--- config.mk ---
export PLATFORM = sky130hd
export DESIGN_NAME = commit_trace_buf
export DESIGN_NICKNAME = d
export VERILOG_FILES = /design/src/rtl/trace_pkg.sv /design/src/rtl/sync_fifo.sv /design/src/rtl/commit_trace_buf.sv
export SDC_FILE = /design/constraint.sdc
export NUM_CORES = 2
export LEC_CHECK = 0
export CAP_MARGIN = 15
export CELL_PAD_IN_SITES_DETAIL_PLACEMENT = 1
export CELL_PAD_IN_SITES_GLOBAL_PLACEMENT = 2
export CORE_MARGIN = 10
export CORE_UTILIZATION = 40
export CTS_CLUSTER_SIZE = 20
export DETAILED_ROUTE_END_ITERATION = 10
export GPL_ROUTABILITY_DRIVEN = 0
export PLACE_DENSITY = 0.73
export SETUP_SLACK_MARGIN = 0.4
export SYNTH_ARGS = -nofsm -noshare
export SYNTH_HDL_FRONTEND = slang
export SYNTH_SLANG_ARGS = --single-unit
--- constraint.sdc ---
create_clock -name clk -period 23.9 [get_ports clk]
set_input_delay 4.78 -clock clk [delete_from_list [all_inputs] [get_ports clk]]
set_output_delay 4.78 -clock clk [all_outputs]
set_load 0.02 [all_outputs]
--- src/rtl/trace_pkg.sv ---
// Shared definitions for the commit trace path: the ebreak encoding and the
// layout of one trace entry {instr, pre_pc, pc} with pc in the LSBs.
package trace_pkg;

    localparam logic [31:0] EBREAK_INSTR = 32'h00100073;

    // pc always starts at bit 0 of an entry
    localparam int PC_LSB = 0;

    // Offsets depend on the instance's XLEN/ILEN, so they are derived here
    function automatic int prePcLsb(input int xlen);
        return xlen;
    endfunction

    function automatic int instrLsb(input int xlen);
        return 2 * xlen;
    endfunction

    function automatic int traceW(input int xlen, input int ilen);
        return 2 * xlen + ilen;
    endfunction

endpackage

--- src/rtl/sync_fifo.sv ---
// Single-clock FIFO with wrap-bit pointers. The head is read combinationally
// from storage and forced to zero while empty. A push while full is only
// taken when a pop happens in the same cycle.
module sync_fifo #(
    parameter int WIDTH = 8,
    parameter int DEPTH = 8
) (
    input  logic                     clk,
    input  logic                     rst_n,
    input  logic                     push,
    input  logic                     pop,
    input  logic [WIDTH-1:0]         wdata,
    output logic [WIDTH-1:0]         rdata,
    output logic                     full,
    output logic                     empty,
    output logic [$clog2(DEPTH):0]   count
);

    localparam int AW = $clog2(DEPTH);

    logic [AW:0]      wrPtr;
    logic [AW:0]      rdPtr;
    logic [WIDTH-1:0] mem [DEPTH];
    logic             doPush;
    logic             doPop;

    assign count  = wrPtr - rdPtr;
    assign empty  = (wrPtr == rdPtr);
    assign full   = (count == (AW + 1)'(DEPTH));
    assign doPop  = pop & ~empty;
    assign doPush = push & (~full | doPop);
    assign rdata  = empty ? '0 : mem[rdPtr[AW-1:0]];

    // Pointer update; reset discards contents by collapsing both pointers
    always_ff @(posedge clk or negedge rst_n) begin
        if (!rst_n) begin
            wrPtr <= '0;
            rdPtr <= '0;
        end else begin
            if (doPush) wrPtr <= wrPtr + (AW + 1)'(1);
            if (doPop)  rdPtr <= rdPtr + (AW + 1)'(1);
        end
    end

    // Storage write; contents need no reset since empty masks the head
    always_ff @(posedge clk) begin
        if (doPush) mem[wrPtr[AW-1:0]] <= wdata;
    end

endmodule

--- src/rtl/commit_trace_buf.sv ---
// Retire-side trace unit: buffers every retired {instr, pre_pc, pc} for a
// downstream consumer and keeps cycle/instret/drop/flow-break counters, a
// no-commit watchdog and ebreak halt detection.
//
// Handshake: an entry transfers on any cycle where tr_valid && tr_ready are
// both high at the rising clk edge; tr_data is stable while tr_valid is high
// and tr_ready is low; tr_ready is ignored while tr_valid is low.
module commit_trace_buf
    import trace_pkg::*;
#(
    parameter int XLEN        = 64,
    parameter int ILEN        = 32,
    parameter int DEPTH       = 8,
    parameter int CNT_W       = 64,
    parameter int WDOG_CYCLES = 1024,
    parameter bit EBREAK_HALT = 1'b1
) (
    input  logic                       clk,
    input  logic                       rst,
    input  logic                       commit,
    input  logic [ILEN-1:0]            commit_instr,
    input  logic [XLEN-1:0]            commit_pc,
    input  logic [XLEN-1:0]            commit_pre_pc,
    input  logic                       clr,
    output logic                       tr_valid,
    input  logic                       tr_ready,
    output logic [2*XLEN+ILEN-1:0]     tr_data,
    output logic [$clog2(DEPTH):0]     tr_count,
    output logic                       tr_full,
    output logic                       overflow,
    output logic [CNT_W-1:0]           drop_cnt,
    output logic [CNT_W-1:0]           cycle_cnt,
    output logic [CNT_W-1:0]           instret_cnt,
    output logic [CNT_W-1:0]           flow_brk_cnt,
    output logic                       wdog_timeout,
    output logic                       halted
);

    localparam int TRACE_W   = traceW(XLEN, ILEN);
    localparam int PREPC_LSB = prePcLsb(XLEN);
    localparam int INSTR_LSB = instrLsb(XLEN);
    localparam int IDLE_W    = $clog2(WDOG_CYCLES + 1);

    localparam logic [CNT_W-1:0]  CNT_ONE   = CNT_W'(1);
    localparam logic [IDLE_W-1:0] IDLE_ONE  = IDLE_W'(1);
    localparam logic [IDLE_W-1:0] IDLE_LAST = IDLE_W'(WDOG_CYCLES - 1);

    logic               pop;
    logic               push;
    logic               dropEvt;
    logic               flowBrk;
    logic               isEbreak;
    logic               fifoEmpty;
    logic [TRACE_W-1:0] entry;
    logic [XLEN-1:0]    lastPrePc;
    logic               lastValid;
    logic [IDLE_W-1:0]  idleCnt;

    assign tr_valid = ~fifoEmpty;
    assign pop      = tr_valid & tr_ready;
    assign push     = commit & (~tr_full | pop);
    assign dropEvt  = commit & tr_full & ~pop;
    assign flowBrk  = commit & lastValid & (commit_pc != lastPrePc);
    assign isEbreak = EBREAK_HALT & commit & (commit_instr == ILEN'(EBREAK_INSTR));

    // Pack the retiring instruction into one trace entry
    always_comb begin
        entry = '0;
        entry[PC_LSB    +: XLEN] = commit_pc;
        entry[PREPC_LSB +: XLEN] = commit_pre_pc;
        entry[INSTR_LSB +: ILEN] = commit_instr;
    end

    sync_fifo #(
        .WIDTH (TRACE_W),
        .DEPTH (DEPTH)
    ) u_fifo (
        .clk   (clk),
        .rst_n (rst),
        .push  (push),
        .pop   (pop),
        .wdata (entry),
        .rdata (tr_data),
        .full  (tr_full),
        .empty (fifoEmpty),
        .count (tr_count)
    );

    // Event counters and the sticky overflow flag; clr wins over increments
    always_ff @(posedge clk or negedge rst) begin
        if (!rst) begin
            cycle_cnt    <= '0;
            instret_cnt  <= '0;
            drop_cnt     <= '0;
            flow_brk_cnt <= '0;
            overflow     <= 1'b0;
        end else if (clr) begin
            cycle_cnt    <= '0;
            instret_cnt  <= '0;
            drop_cnt     <= '0;
            flow_brk_cnt <= '0;
            overflow     <= 1'b0;
        end else begin
            if (!halted) cycle_cnt    <= cycle_cnt + CNT_ONE;
            if (commit)  instret_cnt  <= instret_cnt + CNT_ONE;
            if (dropEvt) drop_cnt     <= drop_cnt + CNT_ONE;
            if (flowBrk) flow_brk_cnt <= flow_brk_cnt + CNT_ONE;
            if (dropEvt) overflow     <= 1'b1;
        end
    end

    // Remember the previous commit's predicted next PC for flow-break detection
    always_ff @(posedge clk or negedge rst) begin
        if (!rst) begin
            lastPrePc <= '0;
            lastValid <= 1'b0;
        end else if (clr) begin
            lastValid <= 1'b0;
        end else if (commit) begin
            lastPrePc <= commit_pre_pc;
            lastValid <= 1'b1;
        end
    end

    // No-commit watchdog: idle counter saturates at WDOG_CYCLES-1 and one more
    // idle cycle raises the sticky timeout; everything freezes while halted
    always_ff @(posedge clk or negedge rst) begin
        if (!rst) begin
            idleCnt      <= '0;
            wdog_timeout <= 1'b0;
        end else if (clr) begin
            idleCnt      <= '0;
            wdog_timeout <= 1'b0;
        end else if (!halted) begin
            if (commit) begin
                idleCnt <= '0;
            end else if (idleCnt == IDLE_LAST) begin
                wdog_timeout <= 1'b1;
            end else begin
                idleCnt <= idleCnt + IDLE_ONE;
            end
        end
    end

    // Sticky halt once an ebreak retires
    always_ff @(posedge clk or negedge rst) begin
        if (!rst) begin
            halted <= 1'b0;
        end else if (clr) begin
            halted <= 1'b0;
        end else if (isEbreak) begin
            halted <= 1'b1;
        end
    end

endmodule
# [Word level (Yosys, flattened, before mapping)]
# Memory sizes are Yosys's and may differ from the RTL's.
# Cells that the tools add are included.
[classes] reduce_logical=8 addsub=8 bitwise_logic=15 n_eq_ne=8 muxes=25
[ops] cell="2-to-1 mux 64 bit" n=8
[ops] cell="adder 64 x 1 -> 64 bit, second input constant" n=4
[ops] cell="2-to-1 mux 160 bit" n=1
[ops] cell="!= test 64 bit" n=1
[ops] cell="2-to-1 mux 11 bit" n=4
[ops] cell="equality test 32 x 21 -> 1 bit, second input constant" n=1
[ops] cell="2-to-1 mux 1 bit" n=12
[ops] cell="adder 11 x 1 -> 11 bit, second input constant" n=1
[ops] cell="equality test 11 x 10 -> 1 bit, second input constant" n=1
[ops] cell="nonzero test 2 bit" n=5
[ops] cell="bitwise AND 1 bit" n=9
[ops] cell="adder 4 x 1 -> 4 bit, second input constant" n=2
[ops] cell="equality test 4 bit" n=1
[ops] cell="equality test 4 bit, second input constant" n=1
[ops] cell="NOT 1 bit" n=4
[ops] cell="AND reduction 2 bit" n=2
[ops] cell="subtractor 4 bit" n=1
[ops] cell="!= test 3 bit, second input constant" n=1
[ops] cell="AND reduction 3 bit" n=1
[ops] cell="!= test 2 x 1 -> 1 bit, second input constant" n=1
[ops] cell="!= test 2 bit, second input constant" n=1
[ops] cell="bitwise OR 1 bit" n=2
[totals] in_bits=165 wordCells=77 mem_bits_rw=1280 regBits=343 output_inout_bits=425 n_memories=1
[mem_list] memory="u_fifo.mem" depth=8 width=160 read_ports=1 rd_ports_with_merged_regs=0 write_ports=1 line_no="sync_fifo.sv:23" source="logic [WIDTH-1:0] mem [DEPTH];"

# [Longest topological paths before layout]
[logic_depth] word_depth=8 mapped_depth=14 mapped_depth_nobuf=10

# [Hierarchy]
# A second synthesis with hierarchy kept.
[unflattened] hier_cells=4018 area_unflattened_um2=66008.3
[by_module_without_submodules] mod="sync_fifo" instances=1 cells_per_inst=2263 seq_area_each_um2=38637.1 area_per_inst_um2=48740.5
[by_module_without_submodules] mod="commit_trace_buf" instances=1 cells_per_inst=1755 seq_area_each_um2=8383.0 area_per_inst_um2=17267.8

# [Least setup slack after synthesis]
# Ideal clock, no wire load.
[synth_path] path_type="input port to flip-flop" from="input port commit" to="memory u_fifo.mem[2][0] in the netlist's numbering (enable)" required_ps=22829 path_stages=4 setup_time_ps=1071 arrival_ps=20520 setup_slack_ps=2309 path_cell_list="clkbuf_1 clkbuf_1 nand2_1 nor4_1"
[synth_via] elab_chain_cells=4
[synth_rtl] element="from (decl)" line_no="commit_trace_buf.sv:20" source="input logic commit,"
[synth_rtl] element="bitwise AND 1 bit" line_no="commit_trace_buf.sv:61" source="assign push = commit & (~tr_full | pop);"
[synth_rtl] element="bitwise AND 1 bit" line_no="sync_fifo.sv:31" source="assign doPush = push & (~full | doPop);"
[synth_rtl] element="2-to-1 mux 1 bit" line_no="sync_fifo.sv:47" source="if (doPush) mem[wrPtr[AW-1:0]] <= wdata;"
[synth_rtl] element="2-to-1 mux 1 bit (implied by the code)" line_no="sync_fifo.sv:47"
[synth_rtl] element="to (decl)" line_no="sync_fifo.sv:23"
# Every way passes these cells.

# [Worst setup path after layout]
[layout_path] from="register u_fifo.rdPtr[0]" to="output port tr_data[109]"
[layout_via] elab_chain_cells=2 elab_cells_between_ends=3 classes_between="1 x eq/ne; 1 x mux; 1 x memory"
[layout_rtl] element="from (decl)" line_no="sync_fifo.sv:22" source="logic [AW:0] rdPtr;"
[layout_rtl] element="from (signal assigned)" line_no="sync_fifo.sv:41" source="if (doPop) rdPtr <= rdPtr + (AW + 1)'(1);"
[layout_rtl] element="memory (8 x 160 bit) / equality test 4 bit (equally long branches)"
[layout_rtl] element="2-to-1 mux 160 bit (*)" line_no="sync_fifo.sv:32" source="assign rdata = empty ? '0 : mem[rdPtr[AW-1:0]];"
[layout_rtl] element="to (decl)" line_no="commit_trace_buf.sv:27" source="output logic [2*XLEN+ILEN-1:0] tr_data,"
# Every way passes the cells marked *; elsewhere a longest branch is shown, timed or not.

==> results.json <==
{
  "status": "complete, no violations",
  "yosys-top-cells-area": "edfxtp_1 (59%), dfrtp_1 (13%), mux4_2 (11%), nand2_1 (2.6%), xor2_1 (2.1%)",
  "clk_latency_ns": 0.81,
  "yosys.area_share.xor_xnor_pct": 3.21,
  "arrival_ns": 5.80,
  "rows": 148,
  "fp.coreArea_mm2": 0.163,
  "async_flop_share_pct": 21.1,
  "reg2reg_to": "u_fifo.mem[6][85]",
  "post_cts_resized": 0,
  "synth_nets": 4179,
  "synth_common_cells": "edfxtp_1 (1280), nand2_1 (452), dfrtp_1 (343), mux4_2 (320)",
  "max_slew.worst_pin.slew_ns": 1.23,
  "cts-root-buf": "clkbuf_16",
  "fin_hold_ws_ns": 0.503,
  "cts_made_buffers": 177,
  "crit_top_cell": "buf_4",
  "grtUsageTotal_pct": 21.4,
  "synth_area_mm2": 0.0656,
  "drive_above_1_share_pct": 15.5,
  "rsz0062_at_grt": "false",
  "hold_path_class": "reg -> reg",
  "ys.flop_type": "edfxtp_1",
  "grt_pass1_wl_um": 288000,
  "grt_pass1_vias": 40582,
  "timing.final.crit_share_pct": 44.3,
  "layout_min_cycle_time_ns": 10.58,
  "synth_cells": 4003,
  "ant_nets": 0,
  "postCtsSetupRepairBufs": 0,
  "regToRegStartpoint": "u_fifo.rdPtr[2]",
  "antenna_found_initial": 52,
  "finalSetupTns_ns": 0,
  "worst_ep_required_time_ns": 19.12,
  "drtIter0Drc": 3156,
  "yosysUniqueCellTypes": 61,
  "synth_edf_count": 1280,
  "crit_buf_inv": 4,
  "seq_area_frac_synth_pct": 71.7,
  "placed_cell_area_mm2": 0.0741,
  "drc": 0,
  "fmax_ghz": 0.0945,
  "dp.cells": 6626,
  "die_area_mm2": 0.181,
  "tritoncts": "done",
  "start_kind": "flip-flop",
  "synth-compound-area-share_pct": 2.87,
  "die_h_um": 425,
  "crit_path_cell_trace": "buf_4, buf_4, buf_4, mux4_2, nand2_1, a21oi_1, clkdlybuf4s50_1",
  "setup_viol": 0,
  "yosysMostFrequentCell": "edfxtp_1",
  "cp-end-kind": "output port",
  "fillers": 15442,
  "areaGrowthSynthToFinish_pct": 21.9,
  "holdPathEnd": "overflow",
  "cp.depth": 7,
  "cpMaxStageDelayCell": "dfrtp_4",
  "nets": 4806,
  "synth_top_family_by_area": "multiplexers",
  "h-tree-depth": 4,
  "clock-sinks": 1623,
  "num_vias": 38412,
  "stdcell_area_mm2": 0.0799,
  "path_clk_slew_ns": 0.06,
  "synthMuxAreaShare_pct": 12.2,
  "crit_fanout": 49,
  "synth_area_per_cell_um2": 16.4,
  "synth_simple_gate_area_share_pct": 8.39,
  "peakVddDrop_mv": 0.0954,
  "routed_wl_um": 197000,
  "crit_family": "buffers and inverters",
  "yosys.area.top_type": "edfxtp_1",
  "drv_slew": 0,
  "pin_count": 590,
  "layout.cells.non_filler": 6968,
  "die_width_um": 425,
  "drv_cap": 0,
  "ff2ff_setup_slack_ns": 18.07,
  "hpwl_um": 120000,
  "r2r_cells": 11,
  "leakagePower_nw": 26.9,
  "grt_max_degree": 119,
  "vias_per_cell": 5.51,
  "start_util_pct": 40.3,
  "fin_worst_skew_ns": 0.0572,
  "yosysWarnings": 0,
  "clockBufferDepth": 3,
  "synthAdderAreaFrac_pct": 0.221,
  "power_density_mw_per_mm2": 119,
  "routedWlPerCell_um": 28.3,
  "grt_overflow": 0,
  "hold_buffers": 0,
  "drt-pass1-iter-count": 5,
  "hold_path_depth": 2,
  "critical-path-max-stage-delay_ns": 1.06,
  "synth_top_area_share_pct": 58.6,
  "slew_headroom_pct": 18.3,
  "synth-seq-cells": 1623,
  "path_class": "reg -> out",
  "finalHoldViolCount": 0,
  "port_buffers": 589,
  "worst_hold_startpoint": "overflow",
  "p_total_mw": 9.48
}
## final cells by class
| class | instances | area (um^2) | area share (%) |
|---|---|---|---|
| clock inverter | 73 | 828 | 1.04 |
| inverter | 40 | 155 | 0.194 |
| clock buffer | 254 | 4980 | 6.23 |
| tap | 2175 | 2720 | 3.41 |
| antenna | 15 | 37.5 | 0.0470 |
| multi-input combinational | 2144 | 17700 | 22.2 |
| timing repair buffer | 644 | 6430 | 8.05 |
| sequential | 1623 | 47000 | 58.9 |
## placed cells by master (no fill, tap or decap), types with 26 or more instances in the layout
| master | netlist | final |
|---|---|---|
| edfxtp_1 | 1280 | 1280 |
| nor2_1 | 226 | 224 |
| clkbuf_1 | 141 | 53 |
| clkdlybuf4s50_1 | 0 | 587 |
| and3_1 | 39 | 39 |
| clkinv_2 | 0 | 26 |
| clkbuf_16 | 0 | 179 |
| mux4_2 | 320 | 320 |
| xor2_1 | 156 | 156 |
| nand2_1 | 452 | 452 |
| mux2_2 | 70 | 70 |
| or3_1 | 55 | 55 |
| nand4_1 | 76 | 76 |
| nor3_1 | 49 | 44 |
| inv_1 | 39 | 39 |
| buf_4 | 0 | 46 |
| xnor2_1 | 84 | 84 |
| o21ai_0 | 67 | 67 |
| a21oi_1 | 226 | 226 |
| nor4_1 | 53 | 50 |
| dfrtp_1 | 343 | 340 |
| nand3_1 | 89 | 89 |
## metal layers
metal	vias up	share of wire [%]	GRT usage (%)
met5	-	0.11	0
met3	354	4.3	3.68
met1	20401	40	26.7
met4	30	4.4	9.27
met2	922	51	36.5
li1	16705	-	-
## cells by family (layout without fill, tap and decap cells)
kind of cell / after synthesis / count (layout)
xor gates and xnor gates: 240 / 240
adders and majority gates: 11 / 11
AOI/OAI and AO/OA: 345 / 345
DFF: 1623 / 1623
muxes: 393 / 393
buffers and inverters: 236 / 1011
and+or+nand+nor: 1155 / 1155
other: 0 / 15
## worst max-delay path by stage
stage,to,startpoint,slack (ns)
3_3_place_gp,tr_data[84],u_fifo.rdPtr[0],13.78
5_1_grt,tr_data[84],u_fifo.rdPtr[0],12.69
3_5_place_dp,tr_data[84],u_fifo.rdPtr[0],13.74
4_1_cts,tr_data[84],u_fifo.rdPtr[0],12.90
2_1_floorplan,u_fifo.mem[2][0],commit,2.31
6_report,tr_data[109],u_fifo.rdPtr[0],13.32
## sequential cells by signal, summed over array words and instances, names as in the netlist
name / flops
lastValid: 1
idleCnt: 11
overflow: 1
u_fifo.rdPtr: 4
lastPrePc: 64
cycle_cnt: 64
halted: 1
u_fifo.wrPtr: 4
drop_cnt: 64
flow_brk_cnt: 64
wdog_timeout: 1
instret_cnt: 64
u_fifo.mem: 1280
## where the power goes
group          total (mW)  switching [mW]  internal, mW  leakage, nW
sequential           3.59           0.134          3.46         16.2
clock                2.72            1.16          1.56         2.82
combinational        3.18            1.90          1.28         7.78
## worst register-to-register path: stages, from the launching register on
cell and delay (ns):
dfrtp_4 0.65, inv_6 0.55, ha_1 0.37, o21ai_0 0.14, a21oi_1 0.69, nor3_1 0.18
nand2_1 0.10, nand2_1 0.15, nor3_2 0.19, buf_4 0.84, buf_4 0.83, buf_4 0.73
## stage by stage
stage	setup slack [ns]	utilization, %
3_3_place_gp	13.78	45.5
5_1_grt	12.69	49.1
4_1_cts	12.90	49.1
6_report	13.32	49.1
2_1_floorplan	2.31	-
3_5_place_dp	13.74	45.5
(Power assumes the default switching activity.)
